`src/rtl/bp_sacc_io_arbiter_pkg.sv`:
```
// Message layout shared by the I/O CCE and the accelerator slots, plus the
// per-configuration helper used to size the message ports.
package bp_sacc_io_arbiter_pkg;

    typedef enum logic [1:0] {
        e_bp_inv_cfg     = 2'd0,
        e_bp_default_cfg = 2'd1
    } bp_params_e;

    localparam int paddr_width_p     = 40;
    localparam int cce_block_width_p = 64;
    localparam int lce_id_width_p    = 4;
    localparam int lce_assoc_p       = 8;

    typedef struct packed {
        logic [lce_id_width_p-1:0]      lce_id;
        logic [$clog2(lce_assoc_p)-1:0] way_id;
    } bp_cce_mem_payload_s;

    typedef struct packed {
        logic [3:0]               msg_type;
        logic [2:0]               size;
        logic [paddr_width_p-1:0] addr;
        bp_cce_mem_payload_s      payload;
    } bp_cce_mem_msg_header_s;

    typedef struct packed {
        bp_cce_mem_msg_header_s       header;
        logic [cce_block_width_p-1:0] data;
    } bp_cce_mem_msg_s;

    // Every supported configuration shares one message layout today.
    function automatic int cfg_msg_width(bp_params_e cfg);
        case (cfg)
            e_bp_inv_cfg: return $bits(bp_cce_mem_msg_s);
            default:      return $bits(bp_cce_mem_msg_s);
        endcase
    endfunction

endpackage

```
`src/rtl/bsg_arb_round_robin.sv`:
```
// Round-robin arbiter: the search starts one past the last grant and wraps.
// A grant is only issued while grants_en_i is high; the pointer moves only
// when a grant is actually issued. Reset points at the top requester so
// requester 0 has first priority.
module bsg_arb_round_robin #(
    parameter int width_p = 2,
    localparam int tag_w = (width_p > 1) ? $clog2(width_p) : 1,
    localparam int idx_w_w = tag_w + 1
) (
    input  logic               clk_i,
    input  logic               reset_i,
    input  logic               grants_en_i,
    input  logic [width_p-1:0] reqs_i,
    output logic [width_p-1:0] grants_o,
    output logic               v_o
);

    logic [tag_w-1:0]   last_r;
    logic [tag_w-1:0]   pick;
    logic [tag_w-1:0]   idx;
    logic [idx_w_w-1:0] idx_w;
    logic               found;

    // Find the first requester after last_r, wrapping modulo width_p.
    always_comb begin
        grants_o = '0;
        pick     = last_r;
        idx      = '0;
        idx_w    = '0;
        found    = 1'b0;
        for (int i = 1; i <= width_p; i++) begin
            idx_w = {1'b0, last_r} + idx_w_w'(i);
            if (idx_w >= idx_w_w'(width_p)) begin
                idx_w = idx_w - idx_w_w'(width_p);
            end
            idx = idx_w[tag_w-1:0];
            if (!found && reqs_i[idx]) begin
                found = 1'b1;
                pick  = idx;
            end
        end
        v_o = found & grants_en_i;
        if (v_o) begin
            grants_o[pick] = 1'b1;
        end
    end

    // Remember the winner so the next search starts just past it.
    always_ff @(posedge clk_i) begin
        if (reset_i) begin
            last_r <= tag_w'(width_p - 1);
        end else if (v_o) begin
            last_r <= pick;
        end
    end

endmodule

```
`src/rtl/bp_sacc_io_arbiter.sv`:
```
// Shares one I/O CCE command/response channel pair among num_sacc_p
// accelerator slots. Commands are steered by an address field and limited by
// per-slot credit counters; slot responses (plus an error-buffer entry for
// commands to non-existent slots) merge round-robin into a registered output.
//
// Handshakes: commands use valid/ready -- a transfer happens in any cycle
// where valid and ready are both high; ready never looks at valid. Responses
// use valid/yumi -- the consumer raises yumi only while valid is high, and
// that cycle is the transfer.
module bp_sacc_io_arbiter
    import bp_sacc_io_arbiter_pkg::*;
#(
    parameter bp_params_e bp_params_p = e_bp_inv_cfg,
    parameter int num_sacc_p = 2,
    parameter int max_outstanding_p = 4,
    parameter int slot_addr_lsb_p = 20,
    localparam int msg_w = cfg_msg_width(bp_params_p)
) (
    input  logic                          clk_i,
    input  logic                          reset_i,
    input  bp_cce_mem_msg_s               io_cmd_i,
    input  logic                          io_cmd_v_i,
    output logic                          io_cmd_ready_o,
    output bp_cce_mem_msg_s               io_resp_o,
    output logic                          io_resp_v_o,
    input  logic                          io_resp_yumi_i,
    output logic [num_sacc_p*msg_w-1:0]   sacc_io_cmd_o,
    output logic [num_sacc_p-1:0]         sacc_io_cmd_v_o,
    input  logic [num_sacc_p-1:0]         sacc_io_cmd_ready_i,
    input  logic [num_sacc_p*msg_w-1:0]   sacc_io_resp_i,
    input  logic [num_sacc_p-1:0]         sacc_io_resp_v_i,
    output logic [num_sacc_p-1:0]         sacc_io_resp_yumi_o
);

    localparam int slot_w = (num_sacc_p > 1) ? $clog2(num_sacc_p) : 1;
    localparam int slot_cmp_w = slot_w + 1;
    localparam int cnt_w = $clog2(max_outstanding_p + 1);
    localparam int req_n = num_sacc_p + 1;
    localparam logic [cnt_w-1:0] cnt_max = cnt_w'(max_outstanding_p);
    localparam logic [slot_cmp_w-1:0] slot_count = slot_cmp_w'(num_sacc_p);

    logic [slot_w-1:0]     slot;
    logic                  slot_in_range;
    logic                  slot_ready;
    logic [num_sacc_p-1:0] slot_hit;
    logic [num_sacc_p-1:0] has_room;
    logic [num_sacc_p-1:0] cmd_fire;
    logic [num_sacc_p-1:0] resp_fire;
    logic [cnt_w-1:0]      cnt [num_sacc_p];

    bp_cce_mem_msg_s       err_buf_r;
    logic                  err_v_r;
    logic                  err_r;
    logic                  err_fire;

    logic [req_n-1:0]      reqs;
    logic [req_n-1:0]      grants;
    logic                  grant_v;
    logic                  load_en;

    bp_cce_mem_msg_s       resp_sel;
    bp_cce_mem_msg_s       resp_r;
    logic                  resp_v_r;

    assign slot          = io_cmd_i.header.addr[slot_addr_lsb_p +: slot_w];
    assign slot_in_range = ({1'b0, slot} < slot_count);

    // Decode the target slot and whether it can take a command right now.
    always_comb begin
        slot_hit   = '0;
        has_room   = '0;
        slot_ready = 1'b0;
        for (int s = 0; s < num_sacc_p; s++) begin
            has_room[s] = (cnt[s] < cnt_max);
            slot_hit[s] = (slot == slot_w'(s));
            if (slot_hit[s]) begin
                slot_ready = sacc_io_cmd_ready_i[s] & has_room[s];
            end
        end
    end

    // Out-of-range commands are absorbed by the error buffer whenever it is free.
    assign io_cmd_ready_o  = slot_in_range ? slot_ready : !err_v_r;
    assign sacc_io_cmd_o   = {num_sacc_p{io_cmd_i}};
    assign sacc_io_cmd_v_o = {num_sacc_p{io_cmd_v_i & !reset_i}} & slot_hit & has_room;
    assign cmd_fire        = sacc_io_cmd_v_o & sacc_io_cmd_ready_i;
    assign err_fire        = io_cmd_v_i & !slot_in_range & !err_v_r;

    // Credits: +1 per command sent, -1 per response taken, both cancel out.
    always_ff @(posedge clk_i) begin
        if (reset_i) begin
            for (int s = 0; s < num_sacc_p; s++) begin
                cnt[s] <= '0;
            end
        end else begin
            for (int s = 0; s < num_sacc_p; s++) begin
                case ({cmd_fire[s], resp_fire[s]})
                    2'b10:   cnt[s] <= cnt[s] + cnt_w'(1);
                    2'b01:   if (cnt[s] != '0) cnt[s] <= cnt[s] - cnt_w'(1);
                    default: cnt[s] <= cnt[s];
                endcase
            end
        end
    end

    // One-entry error buffer plus the sticky error flag; the buffer drains
    // when its arbitration slot wins.
    always_ff @(posedge clk_i) begin
        if (reset_i) begin
            err_v_r   <= 1'b0;
            err_r     <= 1'b0;
            err_buf_r <= '0;
        end else if (err_fire) begin
            err_v_r   <= 1'b1;
            err_r     <= 1'b1;
            err_buf_r <= '{header: io_cmd_i.header, data: '0};
        end else if (grants[num_sacc_p]) begin
            err_v_r   <= 1'b0;
        end
    end

    assign reqs    = {err_v_r, sacc_io_resp_v_i};
    assign load_en = !resp_v_r | io_resp_yumi_i;

    bsg_arb_round_robin #(
        .width_p (req_n)
    ) arb (
        .clk_i       (clk_i),
        .reset_i     (reset_i),
        .grants_en_i (load_en & !reset_i),
        .reqs_i      (reqs),
        .grants_o    (grants),
        .v_o         (grant_v)
    );

    assign resp_fire           = grants[num_sacc_p-1:0];
    assign sacc_io_resp_yumi_o = resp_fire;

    // Select the granted response; the error buffer is the fall-through.
    always_comb begin
        resp_sel = err_buf_r;
        for (int s = 0; s < num_sacc_p; s++) begin
            if (grants[s]) begin
                resp_sel = sacc_io_resp_i[s*msg_w +: msg_w];
            end
        end
    end

    // Output register: loads whenever it is empty or being drained this cycle.
    always_ff @(posedge clk_i) begin
        if (reset_i) begin
            resp_v_r <= 1'b0;
            resp_r   <= '0;
        end else if (load_en) begin
            resp_v_r <= grant_v;
            if (grant_v) begin
                resp_r <= resp_sel;
            end
        end
    end

    assign io_resp_o   = resp_r;
    assign io_resp_v_o = resp_v_r;

    // A pending error entry always implies the sticky flag is set.
    a_err_sticky: assert property (@(posedge clk_i) disable iff (reset_i) err_v_r |-> err_r)
        else $error("error buffer holds an entry without the sticky flag");

    a_grant_onehot: assert property (@(posedge clk_i) disable iff (reset_i) $onehot0(grants))
        else $error("more than one response granted in a cycle");

    for (genvar g = 0; g < num_sacc_p; g++) begin : g_credit_chk
        a_no_credit: assert property (@(posedge clk_i) disable iff (reset_i)
                                      resp_fire[g] |-> (cnt[g] != '0))
            else $error("slot %0d response taken with no command outstanding", g);
    end

endmodule
```
`config.mk`:
```
export PLATFORM = sky130hd
export DESIGN_NAME = bp_sacc_io_arbiter
export DESIGN_NICKNAME = d
export VERILOG_FILES = /design/src/rtl/bp_sacc_io_arbiter_pkg.sv /design/src/rtl/bsg_arb_round_robin.sv /design/src/rtl/bp_sacc_io_arbiter.sv
export SDC_FILE = /design/constraint.sdc
export NUM_CORES = 1
export LEC_CHECK = 0
export ABC_AREA = 1
export BUFFER_PORTS_ARGS = -buffer_cell sky130_fd_sc_hd__buf_2
export CORE_AREA = 3 3 278 280
export CTS_CLUSTER_SIZE = 25
export DETAILED_ROUTE_END_ITERATION = 16
export DIE_AREA = 0 0 281 283
export SETUP_SLACK_MARGIN = 0.15
export SYNTH_ARGS = -nofsm -noshare
export SYNTH_HDL_FRONTEND = slang
export SYNTH_SLANG_ARGS = --single-unit
```
`constraint.sdc`:
```
create_clock -name clk_i -period 6.7 [get_ports clk_i]
set_input_delay 1.34 -clock clk_i [delete_from_list [all_inputs] [get_ports clk_i]]
set_output_delay 1.34 -clock clk_i [all_outputs]
set_load 0.005 [all_outputs]
```
# --- Word level (Yosys, flattened, before mapping) ---
# Memories as Yosys holds them, arrays and structs flattened.
# Cells that the tools add are included.
totals:
  reg_bits: 121
  ram_bits: 6
  output_inout_bits: 360
  wordCells: 110
  memories: 1
classes:
  n_addsub: 10
  n_lt_le_gt_ge: 10
  eq_ne: 4
  muxes: 49
  bitwise: 16
  reduce_logical: 12
mem_list:
  columns: ["name", "depth", "word_bits", "rd", "rd_clocked_by_memory_dff", "write_ports", "line", "text"]
  rows:
  - ["cnt", 2, 3, 2, 0, 2, "bp_sacc_io_arbiter.sv:49", "logic [cnt_w-1:0] cnt [num_sacc_p];"]
op_table:
  columns: ["operator", "n"]
  rows:
  - ["$mux W118", 2]
  - ["$mux W1", 30]
  - ["$mux W3", 6]
  - ["$mux W2", 7]
  - ["$lt A2 B3 Y1 const B", 4]
  - ["$ge A3 B2 Y1 const B", 3]
  - ["$or A1 B1 Y1", 7]
  - ["$add A2 B2 Y3 const B", 2]
  - ["$add A3 B1 Y3 const B", 2]
  - ["$and A2 B2 Y2", 3]
  - ["$bmux W1 S2", 3]
  - ["$lt A3 B3 Y1 const B", 2]
  - ["$reduce_bool A3 Y1", 2]
  - ["$sub A2 B2 Y2 const B", 3]
  - ["$sub A3 B1 Y3 const B", 2]
  - ["$and A1 B1 Y1", 5]
  - ["$eq A2 B1 Y1 const B", 2]
  - ["$eq A2 B2 Y1 const B", 2]
  - ["$logic_not A1 Y1", 4]
  - ["$reduce_or A2 Y1", 2]
  - ["$add A2 B1 Y3 const B", 1]
  - ["$logic_and A1 B1 Y1", 3]
  - ["$demux W1 S2", 1]
  - ["$ge A2 B1 Y1 const B", 1]
  - ["other kinds (2)", 2]

# --- Logic depth before layout (Yosys ltp) ---
# Gate-level depths: netlist (run 1).
logic_depth:
  word_depth: 24
  depth_mapped: 18
  mapped_depth_nobuf: 17

# --- Modules after synthesis ---
# A second synthesis (run 1) with hierarchy kept.
hier_totals:
  cells_unflattened: 1045
  hier_area_um2: 8097.8
by_module_without_submodules:
  columns: ["module", "n_inst", "cells_each", "area_per_inst_um2"]
  rows:
  - ["bp_sacc_io_arbiter", 1, 974, 7659.8]
  - ["bsg_arb_round_robin", 1, 71, 437.9]

# --- Worst setup path after synthesis (run 1) ---
# Ideal clock, no wire load.
synth_timing:
  path_kind: "input to output"
  startpoint: "input port sacc_io_resp_v_i[0]"
  endpoint: "output port sacc_io_resp_yumi_o[1]"
  arrival_time_ns: 2.315
  required_time_ns: 5.360
  path_slack_ns: 3.045
  cell_stages: 10
  path_buffers: 2
  path_cell_list: "nor2_1 -> nor2_1 -> nand2_1 -> nand3_2 -> nand2_4 -> clkinv_2 -> buf_6 -> buf_2 -> nand2_1 -> inv_1"
synth_between:
  elab_chain_cells: 14
  elab_cells_between_ends: 23
  classes_between: "order compare: 2; mux: 15; bitwise: 1; reduce/logical: 5"
synth_rtl:
  columns: ["element", "line", "text"]
  rows:
  - ["from (decl)", "bp_sacc_io_arbiter.sv:31", "input logic [num_sacc_p-1:0] sacc_io_resp_v_i,"]
  - ["$bmux W1 S2", "bsg_arb_round_robin.sv:37", "if (!found && reqs_i[idx]) begin"]
  - ["$mux W1 (implied by the code)", "bsg_arb_round_robin.sv:37", null]
  - ["$mux W1", "bsg_arb_round_robin.sv:37", null]
  - ["$logic_not A1 Y1", "bsg_arb_round_robin.sv:37", null]
  - ["$logic_and A1 B1 Y1", "bsg_arb_round_robin.sv:37", null]
  - ["$mux W1", "bsg_arb_round_robin.sv:37", null]
  - ["$logic_not A1 Y1", "bsg_arb_round_robin.sv:37", null]
  - ["$logic_and A1 B1 Y1", "bsg_arb_round_robin.sv:37", null]
  - ["$mux W2", "bsg_arb_round_robin.sv:37", null]
  - ["$lt A2 B3 Y1 (implied by the code) / $ge A2 B1 Y1 (equally long branches)", "bsg_arb_round_robin.sv:44", "grants_o[pick] = 1'b1;"]
  - ["$logic_and A1 B1 Y1 (implied by the code)", "bsg_arb_round_robin.sv:44", null]
  - ["$mux W1 (implied by the code)", "bsg_arb_round_robin.sv:44", null]
  - ["$demux W1 S2", null, null]
  - ["$mux W2 (*)", "bsg_arb_round_robin.sv:43", "if (v_o) begin"]
  - ["to (decl)", "bp_sacc_io_arbiter.sv:32", "output logic [num_sacc_p-1:0] sacc_io_resp_yumi_o"]
# Every way passes the cells marked *; elsewhere a longest branch is shown, timed or not. The select of a mux whose other input is x is not followed.

# --- Final worst setup path (run 1) ---
layout_timing:
  startpoint: "input port reset_i"
  endpoint: "output port sacc_io_resp_yumi_o[1]"
layout_between:
  elab_chain_cells: 4
layout_rtl:
  columns: ["element", "line", "text"]
  rows:
  - ["from (decl)", "bp_sacc_io_arbiter.sv:20", "input logic reset_i,"]
  - ["$logic_not A1 Y1", "bp_sacc_io_arbiter.sv:130", ".grants_en_i (load_en & !reset_i),"]
  - ["$and A1 B1 Y1", "bp_sacc_io_arbiter.sv:130", null]
  - ["$and A1 B1 Y1", "bsg_arb_round_robin.sv:42", "v_o = found & grants_en_i;"]
  - ["$mux W2", "bsg_arb_round_robin.sv:43", null]
# Every way passes these cells.

==> impl_results.md, run 1 <==
- Crit-path max cell delay: ~480 ps
- # clock sinks: between 100 and 150
- Std cell rows: 100
- Worst Tran Pin Value: between 1000 and 1500 ps
- Die height: around 280 um
- RSZ-0062 raised after global routing: no
- Vias/cell: between 3 and 4
- Root buffer cell: clkbuf_16
- Largest net degree at the start of global routing: roughly 140
- Multi-input combinational cell area: about 3400 um2
- Vias in the first global route: 7626
- Hold Fails Final Rpt: 0
- Final HPWL DP: between 30000 and 40000 um
- Buf/Inv on CP: 4
- Register area share after synthesis: 29.8%
- Initial core utilization: 11.7%
- Setup CP Type: in2out
- CP endpoint kind: primary output
- Area growth, synth to finish: 17.0%
- Core area: around 75000 um2
- Commonest non-fill, non-tap cells in the layout: buf_2, nand2_1, nand3_1, nor2_1, inv_1
- Cell variety after synth: 27
- Drt drc: 0
- Antenna Nets Post-Route: 0
- P_leak: ~5.4 nW
- Crit path max-delay family: buffers and inverters
- Post-layout minimum cycle time: between 4000 and 5000 ps
- Setup repair bufs after CTS: 0
- Run status: finished clean
- Final core utilization: 13.7%
- TritonCTS clock tree: built
- Register area: approximately 2600 um2
- Tcrit/Tclk final: around 70%
- WL final: 39000 um
- Worst slack, placed: around 1900 ps
- Initial antenna violation count: 2
- GRT Total Usage: under 10%
- RR Startpoint: arb.last_r[0]
- Gates resized, CTS repair: 0
- Bufs on Longest Clock Path: 2
- Flops & latches, synth: between 100 and 150
- Stages on worst setup path: 7
- First-pass GRT wire length: around 54000 um
- CP Cell Sequence: buf_4 -> nor2_1 -> nand2_8 -> inv_6 -> nand2_1 -> inv_1 -> buf_2
- PnR Total Power: 4.93 mW
- Yosys top cell by area: dfxtp_1
- Max-slew violations: 0
- Critical Path RT: approximately 5400 ps
- Max Freq: around 0.21 GHz
- Syn Nets: 1705
- Fin Setup TNS: 0 ps
- Worst-path clk slew: about 60 ps
- Worst hold endpoint: arb.last_r[1]
- Critical path peak fanout: 71
- Peak supply drop: 0.440 mV
- Layout net count: 1787
- Die Width: roughly 280 um
- CTS H-tree depth: 4
- Die area: roughly 80000 um2
- Total inserted antenna cells: 0
- Grt ovf: 0
- Port bufs: 370
- Slowest stage cell, crit path: inv_6
- Commonest non-fill, non-tap cell in the layout: buf_2
- Setup WS post-layout: 2020 ps
- Gate Count Post-Synth: 1332
- R2R setup slack: between 3000 and 4000 ps
- Drt first pass iters: 5
- Critical path arrival: approximately 3300 ps
- Critical Path Source Type: input pin
- Hold buffer count at cts: 0
- R2R cell count: 13
- Worst Hold Class: reg2reg
- TritonCTS Buffers: 17
- Headroom to the max-slew limit: 32.2%
- Syn_area_per_cell: about 6.6 um2
- Top post-synthesis cells by area: dfxtp_1, buf_4, nand3_1, nand2_1, nor2_1
- Fin Hold WS: 529 ps
- Max cap viols: 0
- Post-Syn Area: about 9000 um2
- Worst R2R End: io_resp_o[94]
- Initial DRC Count: between 400 and 500
- Pwr/cell area: ~480 nW/um2
- Worst skew pair latency: roughly 470 ps
- Syn. warnings: 0
- Share of cells above drive strength 1: between 20% and 30%
- Wire per inst: around 16 um
- Fillers: just under 9000
- Vias: slightly above 8000
- Clock skew: 28.7 ps
- Yosys top cell area share: between 20% and 30%
- IO Pins: a little over 700
- Endpoints failing setup: 0
- GPL Wtd Cong: approximately 0.79
- Hold Startpoint: arb.last_r[1]
- Hold depth: 2
[tightest hold or removal path: cells and delay by family, from the launching register on]
family	cells	cell delay (ps)
buffers and inverters	1	100
AO/OA/AOI/OAI	1	70
flip-flops	1	310
[how the worst max path moves through the flow]
stage	start	endpoint
after floorplan	sacc_io_resp_v_i[0]	sacc_io_resp_yumi_o[1]
after global placement	reset_i	sacc_io_resp_yumi_o[1]
after detailed placement	reset_i	sacc_io_resp_yumi_o[1]
after CTS	reset_i	sacc_io_resp_yumi_o[1]
after global routing	reset_i	sacc_io_resp_yumi_o[1]
final	reset_i	sacc_io_resp_yumi_o[1]
[synth_stat cells (all sizes together)]
cell type  count
xnor2          2
inv          145
edfxtp         6
o31ai          2
o21ai          5
nor2         180
fa             1
nand2        254
ha            10
clkbuf        17
a21oi          5
xor2           2
dfxtp        121
or2            1
clkinv         1
nand3        197
nor3          86
buf          297
[power breakdown]
part           switching, mW  internal [mW]  total, mW  leakage, nW
combinational           1.84          0.861       2.70         4.11
sequential             0.181           1.11       1.29         1.05
clock                  0.423          0.515      0.938        0.272
[metrics by stage]
stage	cells	area, um2
2_1_floorplan	1332	8740
3_3_place_gp	2364	9660
3_5_place_dp	2364	9660
4_1_cts	2396	10200
5_1_grt	2396	10200
6_report	2396	10200
[cell type report]
type	instances	share of cell area, %
clock buffers	18	4.20
multi-input cells	745	33.0
repair buffers	377	18.8
flip-flops and latches	127	25.5
inverters	146	5.41
clock inverters	14	1.29
well taps	969	11.9
[sequential cells by signal, indices dropped and copies added, names as in the netlist]
name and flops:
io_resp_o 118, cnt 6, arb.last_r 2, io_resp_v_o 1
[metal layers]
layer  up-vias  part of all wire, %  global-route usage [%]
met5         -                0.033                   0.366
met4         2                  6.0                    6.03
met3       142                   14                    5.57
met2       445                   44                    14.2
met1      3569                   36                    10.0
li1       4042                    -                       -
[kinds of logic (layout without fill, tap and decap cells)]
kind of cell | Yosys count | count (layout) | synth area share, %
buffers and inverters | 460 | 555 | 31.8
xor gates and xnor gates | 4 | 4 | 0.401
AOI/OAI and AO/OA | 12 | 12 | 0.744
adders and majority gates | 11 | 11 | 1.66
DFF | 127 | 127 | 29.8
and+or+nand+nor | 718 | 718 | 35.6
(Power assumes the default switching activity.)
==> run 2: changes to the inputs <==
- clock period: 6.7 -> 4.07 ns (I/O delays scaled with it)
==> run 2 against run 1 <==
  * Via count is 0.90% higher
  * Largest power group unchanged
  * Die area did not move
  * Sequential power is 65% higher
  * Largest cell class unchanged
  * Count of clock-buffer cells in the layout up 1
  * Register-to-register slack lost 2200 ps
  * Final cell count barely moved
  * Setup slack got worse by 1400 ps
==> impl_results.md, run 2 (same netlist as run 1, synthesis figures left out) <==
- Buf/Inv on CP: 5 (was 4)
- CP endpoint kind: primary output (unchanged)
- IO Pins: 722 (unchanged)
- Fin cells: 2398 (was 2396)
- Headroom to the max-slew limit: 34.5% (was 32.2%)
- Critical path arrival: 2650 ps (was 3340 ps)
- Layout net count: 1790 (was 1787)
- Worst slack, placed: 838 ps (was 1930 ps)
- Pwr/cell area: 809 nW/um2 (was 482 nW/um2)
- TritonCTS clock tree: built (unchanged)
- Post-DP Area: 9720 um2 (was 9660 um2)
- Setup repair bufs after CTS: 0 (unchanged)
- Vias: 8274 (was 8200)
- Grt ovf: 0 (unchanged)
- TritonCTS Buffers: 17 (unchanged)
- P_leak: 5.49 nW (was 5.43 nW)
- Worst Tran Pin Value: 983 ps (was 1020 ps)
- Initial DRC Count: 456 (was 403)
- Worst Hold Class: reg2reg (unchanged)
- Critical path peak fanout: 35 (was 71)
- Hold buffer count at cts: 0 (unchanged)
- Critical Path Source Type: flip-flop (was input pin)
- Tcrit/Tclk final: roughly 85%
- Max-slew violations: 0 (unchanged)
- Run status: finished clean (unchanged)
- Initial antenna violation count: 2 (unchanged)
- Fin Setup TNS: 0 ps (unchanged)
- Vias/cell: 3.45 (was 3.42)
- Antenna Nets Post-Route: 0 (unchanged)
- First-pass GRT wire length: 54800 um (was 54400 um)
- Wire per inst: 16.3 um (about the same)
- Commonest non-fill, non-tap cell in the layout: buf_2 (unchanged)
- Peak supply drop: 0.598 mV (was 0.440 mV)
- Fin Hold WS: 519 ps (was 529 ps)
- Bufs on Longest Clock Path: 2 (unchanged)
- CP Cell Sequence: inv_1 -> ha_1 -> inv_2 -> nand2_1 -> nand3_2 -> nand3_2 -> nand2_1 -> nor2_4 -> buf_4 -> nand2_1 -> inv_1 -> buf_2 (was buf_4 -> nor2_1 -> nand2_8 -> inv_6 -> nand2_1 -> inv_1 -> buf_2)
- Slowest stage cell, crit path: ha_1 (was inv_6)
- Final HPWL DP: 30100 um (was 30300 um)
- Endpoints failing setup: 0 (unchanged)
- Largest net degree at the start of global routing: 203 (was 136)
- Setup WS post-layout: 603 ps (was 2020 ps)
- Root buffer cell: clkbuf_16 (unchanged)
- Area growth, synth to finish: 18.4% (was 17.0%)
- Crit-path max cell delay: 380 ps (was 480 ps)
- CTS H-tree depth: 4 (unchanged)
- Worst-path clk slew: 60 ps (about the same)
- Drt drc: 0 (unchanged)
- Hold Fails Final Rpt: 0 (unchanged)
- Vias in the first global route: 7876 (was 7626)
- Port bufs: 370 (unchanged)
- Std cell rows: 100 (unchanged)
- Share of cells above drive strength 1: 29.9% (was 29.7%)
- Clock skew: 21.9 ps (was 28.7 ps)
- Worst skew pair latency: 460 ps (was 470 ps)
- GRT Total Usage: 9.55% (was 9.45%)
- Final core utilization: 13.8% (was 13.7%)
- RSZ-0062 raised after global routing: no (unchanged)
- Die area: 79500 um2 (unchanged)
- Post-layout minimum cycle time: 3470 ps
- Die height: 283 um (unchanged)
- Critical Path RT: 3260 ps (was 5360 ps)
- Final instance area: 10300 um2 (was 10200 um2)
- GPL Wtd Cong: 0.787 (was 0.789)
- WL final: 39000 um (about the same)
- Crit path top cell by count: nand2_1
- Drt first pass iters: 5 (unchanged)
- PnR Total Power: 8.37 mW (was 4.93 mW)
- Commonest non-fill, non-tap cells in the layout: buf_2, nand2_1, nand3_1, nor2_1, inv_1 (unchanged)
- Core area: 74700 um2 (unchanged)
- Max FFs per register: 118 (unchanged)
- Crit path max-delay family: buffers and inverters (unchanged)
- Initial core utilization: 11.7% (unchanged)
- # clock sinks: 127 (unchanged)
- Setup CP Type: reg2out (was in2out)
- Placed cells: 2367 (was 2364)
- Max Freq: around 0.29 GHz
- Max cap viols: 0 (unchanged)
- Total inserted antenna cells: 0 (unchanged)
- Die Width: 281 um (unchanged)
- Gates resized, CTS repair: 0 (unchanged)
-- run 2: layout make-up --
type,instances,area [um2]
fill,8649,64400
multi-input combinational,745,3370
sequential,127,2600
timing repair buffer,380,1980
tap,969,1210
inverter,146,553
clock buffer,19,464
clock inverter,12,158
-- run 2: path summary, 6_finish.rpt --
path / from / endpoint / slack, ps / cells after the start
max reg2reg: arb.last_r[0] / cnt[1][1] / 1040 / 16
max: arb.last_r[0] / sacc_io_resp_yumi_o[1] / 600 / 12
min: arb.last_r[1] / arb.last_r[1] / 520 / 2
min reg2reg: arb.last_r[1] / arb.last_r[1] / 520 / 2
-- run 2: worst min-delay path, cell delays in order, from the launching register on --
cell and delay, ps:
dfxtp_1 310, inv_1 90, a21oi_1 70
-- run 2: power by group --
part,switching (mW),internal [mW],leakage [nW]
Sequential,0.308,1.82,1.05
Clock,0.699,1.02,0.297
Combinational,3.01,1.51,4.14
-- run 2: metal layers --
layer / global-route usage, % / vias to the layer above / share of wire (%)
met5: 0.366 / - / 0.033
met1: 10.1 / 3631 / 37
met4: 6.54 / 2 / 6.2
met3: 5.40 / 149 / 13
li1: - / 4044 / -
met2: 14.3 / 448 / 44
